### config.mk
export PLATFORM = sky130hd
export DESIGN_NAME = multicycle_ctrl
export DESIGN_NICKNAME = d
export VERILOG_FILES = /design/src/rtl/multicycle_ctrl.sv
export SDC_FILE = /design/constraint.sdc
export NUM_CORES = 1
export LEC_CHECK = 0
export BUFFER_PORTS_ARGS = -buffer_cell sky130_fd_sc_hd__buf_2
export CAP_MARGIN = 40
export CORE_MARGIN = 2
export CORE_UTILIZATION = 30
export DETAILED_ROUTE_END_ITERATION = 16
export PLACE_DENSITY_LB_ADDON = 0.08
export SKIP_CTS_REPAIR_TIMING = 1
export SLEW_MARGIN = 40
export SYNTH_ARGS = -nofsm -noshare
export SYNTH_HDL_FRONTEND = slang
export SYNTH_SLANG_ARGS = --single-unit
export TNS_END_PERCENT = 50
### constraint.sdc
create_clock -name clk -period 1.8 [get_ports clk]
set_input_delay 0.27 -clock clk [delete_from_list [all_inputs] [get_ports clk]]
set_output_delay 0.27 -clock clk [all_outputs]
set_load 0.01 [all_outputs]
### src/rtl/multicycle_ctrl.sv
// Multi-cycle control sequencer for the yIF/yID/yEX/yDM/yWB datapath.
// Steps each instruction through FETCH..WB and drives the datapath enables.
module multicycle_ctrl #(
  parameter int unsigned MAX_INSNS = 43,
  parameter int unsigned CNT_W     = 16
) (
  input  logic             clk,
  input  logic             rst_n,
  input  logic             start,
  input  logic [31:0]      ins,
  input  logic             zero,
  output logic             RegWrite,
  output logic             ALUSrc,
  output logic [2:0]       op,
  output logic             Mem2Reg,
  output logic             MemRead,
  output logic             MemWrite,
  output logic             ir_we,
  output logic             pc_we,
  output logic [1:0]       pc_sel,
  output logic [CNT_W-1:0] retired,
  output logic             halted,
  output logic             illegal
);

  typedef enum logic [2:0] {
    S_IDLE, S_FETCH, S_DECODE, S_EXEC,
    S_MEM, S_WB, S_HALT
  } state_e;

  localparam logic [6:0] OP_R   = 7'h33;
  localparam logic [6:0] OP_I   = 7'h13;
  localparam logic [6:0] OP_LD  = 7'h03;
  localparam logic [6:0] OP_ST  = 7'h23;
  localparam logic [6:0] OP_BR  = 7'h63;
  localparam logic [6:0] OP_JAL = 7'h6F;

  localparam logic [CNT_W-1:0] MAX_C = CNT_W'(MAX_INSNS);
  localparam logic [2:0] ALU_ADD = 3'b010;
  localparam logic [2:0] ALU_SUB = 3'b110;

  state_e           state_q, state_d;
  logic [6:0]       opc_q, opc_d;
  logic [CNT_W-1:0] cnt_q, cnt_d;
  logic             ill_q, ill_d;

  logic             is_ld, is_st, is_br, is_jal;
  logic             is_imm, legal, last;
  logic [CNT_W-1:0] cnt_inc;
  logic             ins_unused;

  assign ins_unused = ^ins[31:7];

  assign is_ld  = (opc_q == OP_LD);
  assign is_st  = (opc_q == OP_ST);
  assign is_br  = (opc_q == OP_BR);
  assign is_jal = (opc_q == OP_JAL);
  assign is_imm = (opc_q == OP_I) || is_ld
               || is_st || is_jal;
  assign legal  = (opc_q == OP_R) || is_imm
               || is_br;
  assign cnt_inc = cnt_q + CNT_W'(1);

  always_comb begin
    state_d  = state_q;
    opc_d    = opc_q;
    cnt_d    = cnt_q;
    ill_d    = ill_q;
    RegWrite = 1'b0;
    ALUSrc   = 1'b0;
    op       = ALU_ADD;
    Mem2Reg  = 1'b0;
    MemRead  = 1'b0;
    MemWrite = 1'b0;
    ir_we    = 1'b0;
    pc_we    = 1'b0;
    pc_sel   = 2'd0;
    last     = 1'b0;

    unique case (state_q)
      S_IDLE: begin
        if (start) state_d = S_FETCH;
      end
      S_FETCH: begin
        ir_we   = 1'b1;
        opc_d   = ins[6:0];
        state_d = S_DECODE;
      end
      S_DECODE: begin
        if (legal) begin
          state_d = S_EXEC;
        end else begin
          ill_d   = 1'b1;
          state_d = S_HALT;
        end
      end
      S_EXEC: begin
        ALUSrc = is_imm;
        op     = is_br ? ALU_SUB : ALU_ADD;
        if (is_br) begin
          pc_we  = 1'b1;
          pc_sel = zero ? 2'd1 : 2'd0;
          last   = 1'b1;
        end else if (is_ld || is_st) begin
          state_d = S_MEM;
        end else begin
          state_d = S_WB;
        end
      end
      S_MEM: begin
        ALUSrc = is_imm;
        op     = ALU_ADD;
        if (is_ld) begin
          MemRead = 1'b1;
          state_d = S_WB;
        end else begin
          MemWrite = 1'b1;
          pc_we    = 1'b1;
          last     = 1'b1;
        end
      end
      S_WB: begin
        RegWrite = 1'b1;
        ALUSrc   = is_imm;
        op       = ALU_ADD;
        Mem2Reg  = is_ld;
        pc_we    = 1'b1;
        pc_sel   = is_jal ? 2'd2 : 2'd0;
        last     = 1'b1;
      end
      S_HALT: begin
        state_d = S_HALT;
      end
      default: begin
        state_d = S_IDLE;
      end
    endcase

    // Retire on the instruction's pc_we cycle
    if (last) begin
      cnt_d = cnt_inc;
      if ((MAX_INSNS != 0) && (cnt_inc == MAX_C))
        state_d = S_HALT;
      else
        state_d = S_FETCH;
    end
  end

  always_ff @(posedge clk or negedge rst_n) begin
    if (!rst_n) begin
      state_q <= S_IDLE;
      opc_q   <= 7'h00;
      cnt_q   <= '0;
      ill_q   <= 1'b0;
    end else begin
      state_q <= state_d;
      opc_q   <= opc_d;
      cnt_q   <= cnt_d;
      ill_q   <= ill_d;
    end
  end

  assign retired = cnt_q;
  assign halted  = (state_q == S_HALT);
  assign illegal = ill_q;

endmodule
==> results.md <==
* Outcome: complete, but fails checks
* Violations in the final reports: negative hold slack, negative setup slack
* CP max FO at 4
* Part of the power in combinational logic at 57.8%
* CTS tree: yes
* Total power density per cell area at 1323 nW/um^2
* Number of buffers added on ports at 38
* DP Wirelength at 3053 um
* Final Wtd Congestion at 0.8349
* Area of the multi-input gates at 934.6 sq um
* Inserted Diodes at 0
* IO Pins at 66
* Starting Density at 31.66%
* Post-synthesis async set-or-reset flop share at 100.0%
* Number of flops mapped to enable cells by yosys at 0
* Antenna viol nets, final at 0
* Ratio of cells with drive above 1 in the final layout at 50.00%
* Total leakage power at 1.122 nW
* Flop and latch count out of synthesis at 27
* Initial antenna violation count at 0
* Clock buffers created by TritonCTS at 3
* Fill cell instance count of the final layout at 508
* IR drop worst, VDD at 0.7961 mV
* # rows at 26
* Clock-pin slew of the registers on the worst-case setup and hold paths at 0.09 ns
* Final worst-path cycle share at 111.8%
* Final number of setup-violating endpoints at 18
* Minimum clock period at 2.012 ns
* Total Power Consumption at 3.062 mW
* Clock group share of total power at 11.6%
* DIE AREA at 6066 sq um
* Switching part of the total power at 38.11%
* Floorplan die width at 77.89 um
* Buffering stage count on the worst path with inverters included at 2
* Crit path arrival time at 1.74 ns
* Post-synthesis cell type count at 45
* Startpoint class of the critical path: flip-flop
* Internal portion of total power at 1.895 mW
* Headroom to the max-slew limit at 58.30%
* Fin. max-slew vios at 0
* Cell accounting for the most synthesized area: sky130_fd_sc_hd__dfrtp_1
* Final hold violations at 1
* Fraction of the yosys area taken by sequential cells at 41.25%
* Startpoint of the lowest-slack register-to-register path: opc_q[3]
* Final standard cell count with taps included and fillers excluded at 308
* Hold_ws at -0.0009607 ns
* Hold crit path type: input port to async pin
* First-iteration detailed-routing DRC count at 58
* Net switching power figure at 1.167 mW
* Sequential standard cell area at 676.9 sq um
* Most used flip-flop cell after synthesis: sky130_fd_sc_hd__dfrtp_1
* Netlist area before placement at 1638 sq um
* Timing-limited maximum frequency at 497.0 MHz
* R2r endpoint: retired[15]
* Maximum clock skew at final layout at 0.003419 ns
* Post-route setup TNS at -1.523 ns
* Total gr overflow at 0
* Sequential share of power at 30.6%
* Placeable core region at 5172 sq um
* Warning count from the yosys run at 0
* Die extent in y at 77.89 um
* Worst setup EP type: output pin
* Share of the synthesized area in the top cell type at 41.25%
* Register-to-register path setup slack at -0.15 ns
* Setup slack of the critical path after layout at -0.2123 ns
* Detailed-router iteration count before antenna repair at 4
* Number of DRC violations after detailed routing at 0
* Number of sinks handled by clock tree synthesis at 27
* Clock Root Buffer: sky130_fd_sc_hd__clkbuf_8
* Slew @ Worst Pin at 0.6255 ns
* Unrepaired setup endpoints after global routing: true
* Post-Syn Nets at 198
* Cells along the critical path: or2_4 -> nor4_4 -> buf_4 -> and2_4 -> buf_6
* Deepest clock path buffer count at 2
* Mean post-synth cell area at 10.24 sq um
* Worst Reg-to-Reg Cells at 7
* Skew-Pair Late Insertion Delay at 0.27 ns
* Critical path class: flip-flop to output pin
* Total Wirelength at 3969 um
* Global-route usage over all layers at 13.60%
* Global-route wire length before repair at 6699 um
* Inst Count DP at 297
* Synth area leaders: sky130_fd_sc_hd__dfrtp_1, sky130_fd_sc_hd__xnor2_1, sky130_fd_sc_hd__mux2_2
* Crit-path slowest cell: sky130_fd_sc_hd__dfrtp_1
* Via count at 1433
* Cells after synthesis at 160
* Average vias per placed instance at 4.653
* Slowest cell delay on critical path at 0.43 ns
* Most frequent cell after synthesis: sky130_fd_sc_hd__dfrtp_1
* Cell family contributing the most delay on the critical path: simple AND/OR/NAND/NOR gates
* Max capacitance violation total at 0
* Data required time at the worst endpoint at 1.53 ns
* Most common library cells after synthesis: sky130_fd_sc_hd__dfrtp_1, sky130_fd_sc_hd__xnor2_1, sky130_fd_sc_hd__nand2_1
* Layout Area Growth over Synthesis at 41.33%
* Via count of the first global-routing pass at 1469
* Layout Nets at 277
* Post-detailed-route wirelength per cell at 12.89 um
* Pin count of the biggest net entering global routing at 28
* Total number of H-tree levels at 1
==> cell families after synthesis <==
kind of cell    count (synthesis)  synth area share, %
compound gates                 22                9.549
buf+inv                        12                5.423
flops                          27                41.25
other cells                     2               0.4585
xor+xnor                       22                11.76
mux                             7                4.813
simple gates                   66                25.21
fa+ha+maj                       2                1.528
==> cells in the final DEF, fill, tap and decap left out, types with 2 or more instances in the layout <==
master                      n
sky130_fd_sc_hd__nand4_1    5
sky130_fd_sc_hd__nor4_1     3
sky130_fd_sc_hd__o21ai_0    3
sky130_fd_sc_hd__or2_2      2
sky130_fd_sc_hd__and2_1     2
sky130_fd_sc_hd__clkbuf_8   3
sky130_fd_sc_hd__mux2_2     7
sky130_fd_sc_hd__buf_2     35
sky130_fd_sc_hd__conb_1     2
sky130_fd_sc_hd__inv_2      2
sky130_fd_sc_hd__a21oi_1    7
sky130_fd_sc_hd__nand3_1    8
sky130_fd_sc_hd__xnor2_1   17
sky130_fd_sc_hd__nand2_1   13
sky130_fd_sc_hd__xor2_1     5
sky130_fd_sc_hd__nor3_4     3
sky130_fd_sc_hd__nor3_1     4
sky130_fd_sc_hd__a211o_1    4
sky130_fd_sc_hd__nand2b_4   2
sky130_fd_sc_hd__nor3_2     2
sky130_fd_sc_hd__dfrtp_1   26
sky130_fd_sc_hd__nor2_1     5
sky130_fd_sc_hd__nor2_4     2
sky130_fd_sc_hd__and3_1     5
sky130_fd_sc_hd__buf_4     42
sky130_fd_sc_hd__buf_6      6
==> how the worst max path moves through the flow <==
| stage | start | to | slack (ns) | depth (start not counted) |
|---|---|---|---|---|
| 6_report | opc_q[3] | pc_sel[0] | -0.21 | 5 |
| 3_3_place_gp | state_q[2] | retired[15] | -0.13 | 7 |
| 3_5_place_dp | state_q[1] | retired[15] | -0.16 | 7 |
| 5_1_grt | opc_q[3] | pc_sel[0] | -0.27 | 5 |
| 2_1_floorplan | state_q[2] | retired[10] | -0.11 | 7 |
| 4_1_cts | opc_q[4] | ALUSrc | -0.26 | 5 |
==> through the flow <==
| stage | util [%] | setup slack, ns | instance area (sq um) |
|---|---|---|---|
| after floorplan | - | -0.1053 | 1638 |
| after global placement | 41.05 | -0.1327 | 2123 |
| after detailed placement | 41.05 | -0.1624 | 2123 |
| after CTS | 41.94 | -0.2612 | 2170 |
| after global routing | 44.75 | -0.2745 | 2315 |
| final | 44.75 | -0.2123 | 2315 |
==> routing by layer <==
metal | routed length (um) | vias up | track usage [%]
met5 | 0 | - | 0
met4 | 25 | 0 | 4.464
met3 | 187 | 2 | 2.442
met2 | 2008 | 32 | 23.79
met1 | 1747 | 682 | 16.78
li1 | - | 717 | -
==> final cells by class <==
class	count	share of cell area (%)
Inverter	3	0.4865
Tap cell	70	3.784
Clock buffer	3	1.784
Multi-Input combinational cell	121	40.38
Clock inverter	1	0.2162
Timing Repair Buffer	83	24.11
Sequential cell	27	29.24
==> state kept, by name, indices dropped and copies added (netlist names) <==
signal and count:
opc_q 7, state_q 3, illegal 1, retired 16
==> power groups by stage <==
stage / combinational (mW) / clock, mW / sequential [mW]
after floorplan: 0.807 / 0 / 0.961
final: 1.77 / 0.354 / 0.937
after detailed placement: 1.53 / 0 / 0.943
after CTS: 1.53 / 0.376 / 0.928
after global placement: 1.50 / 0 / 0.932
after global routing: 1.93 / 0.403 / 0.974
No activity file was read; power rests on OpenSTA's default activity.
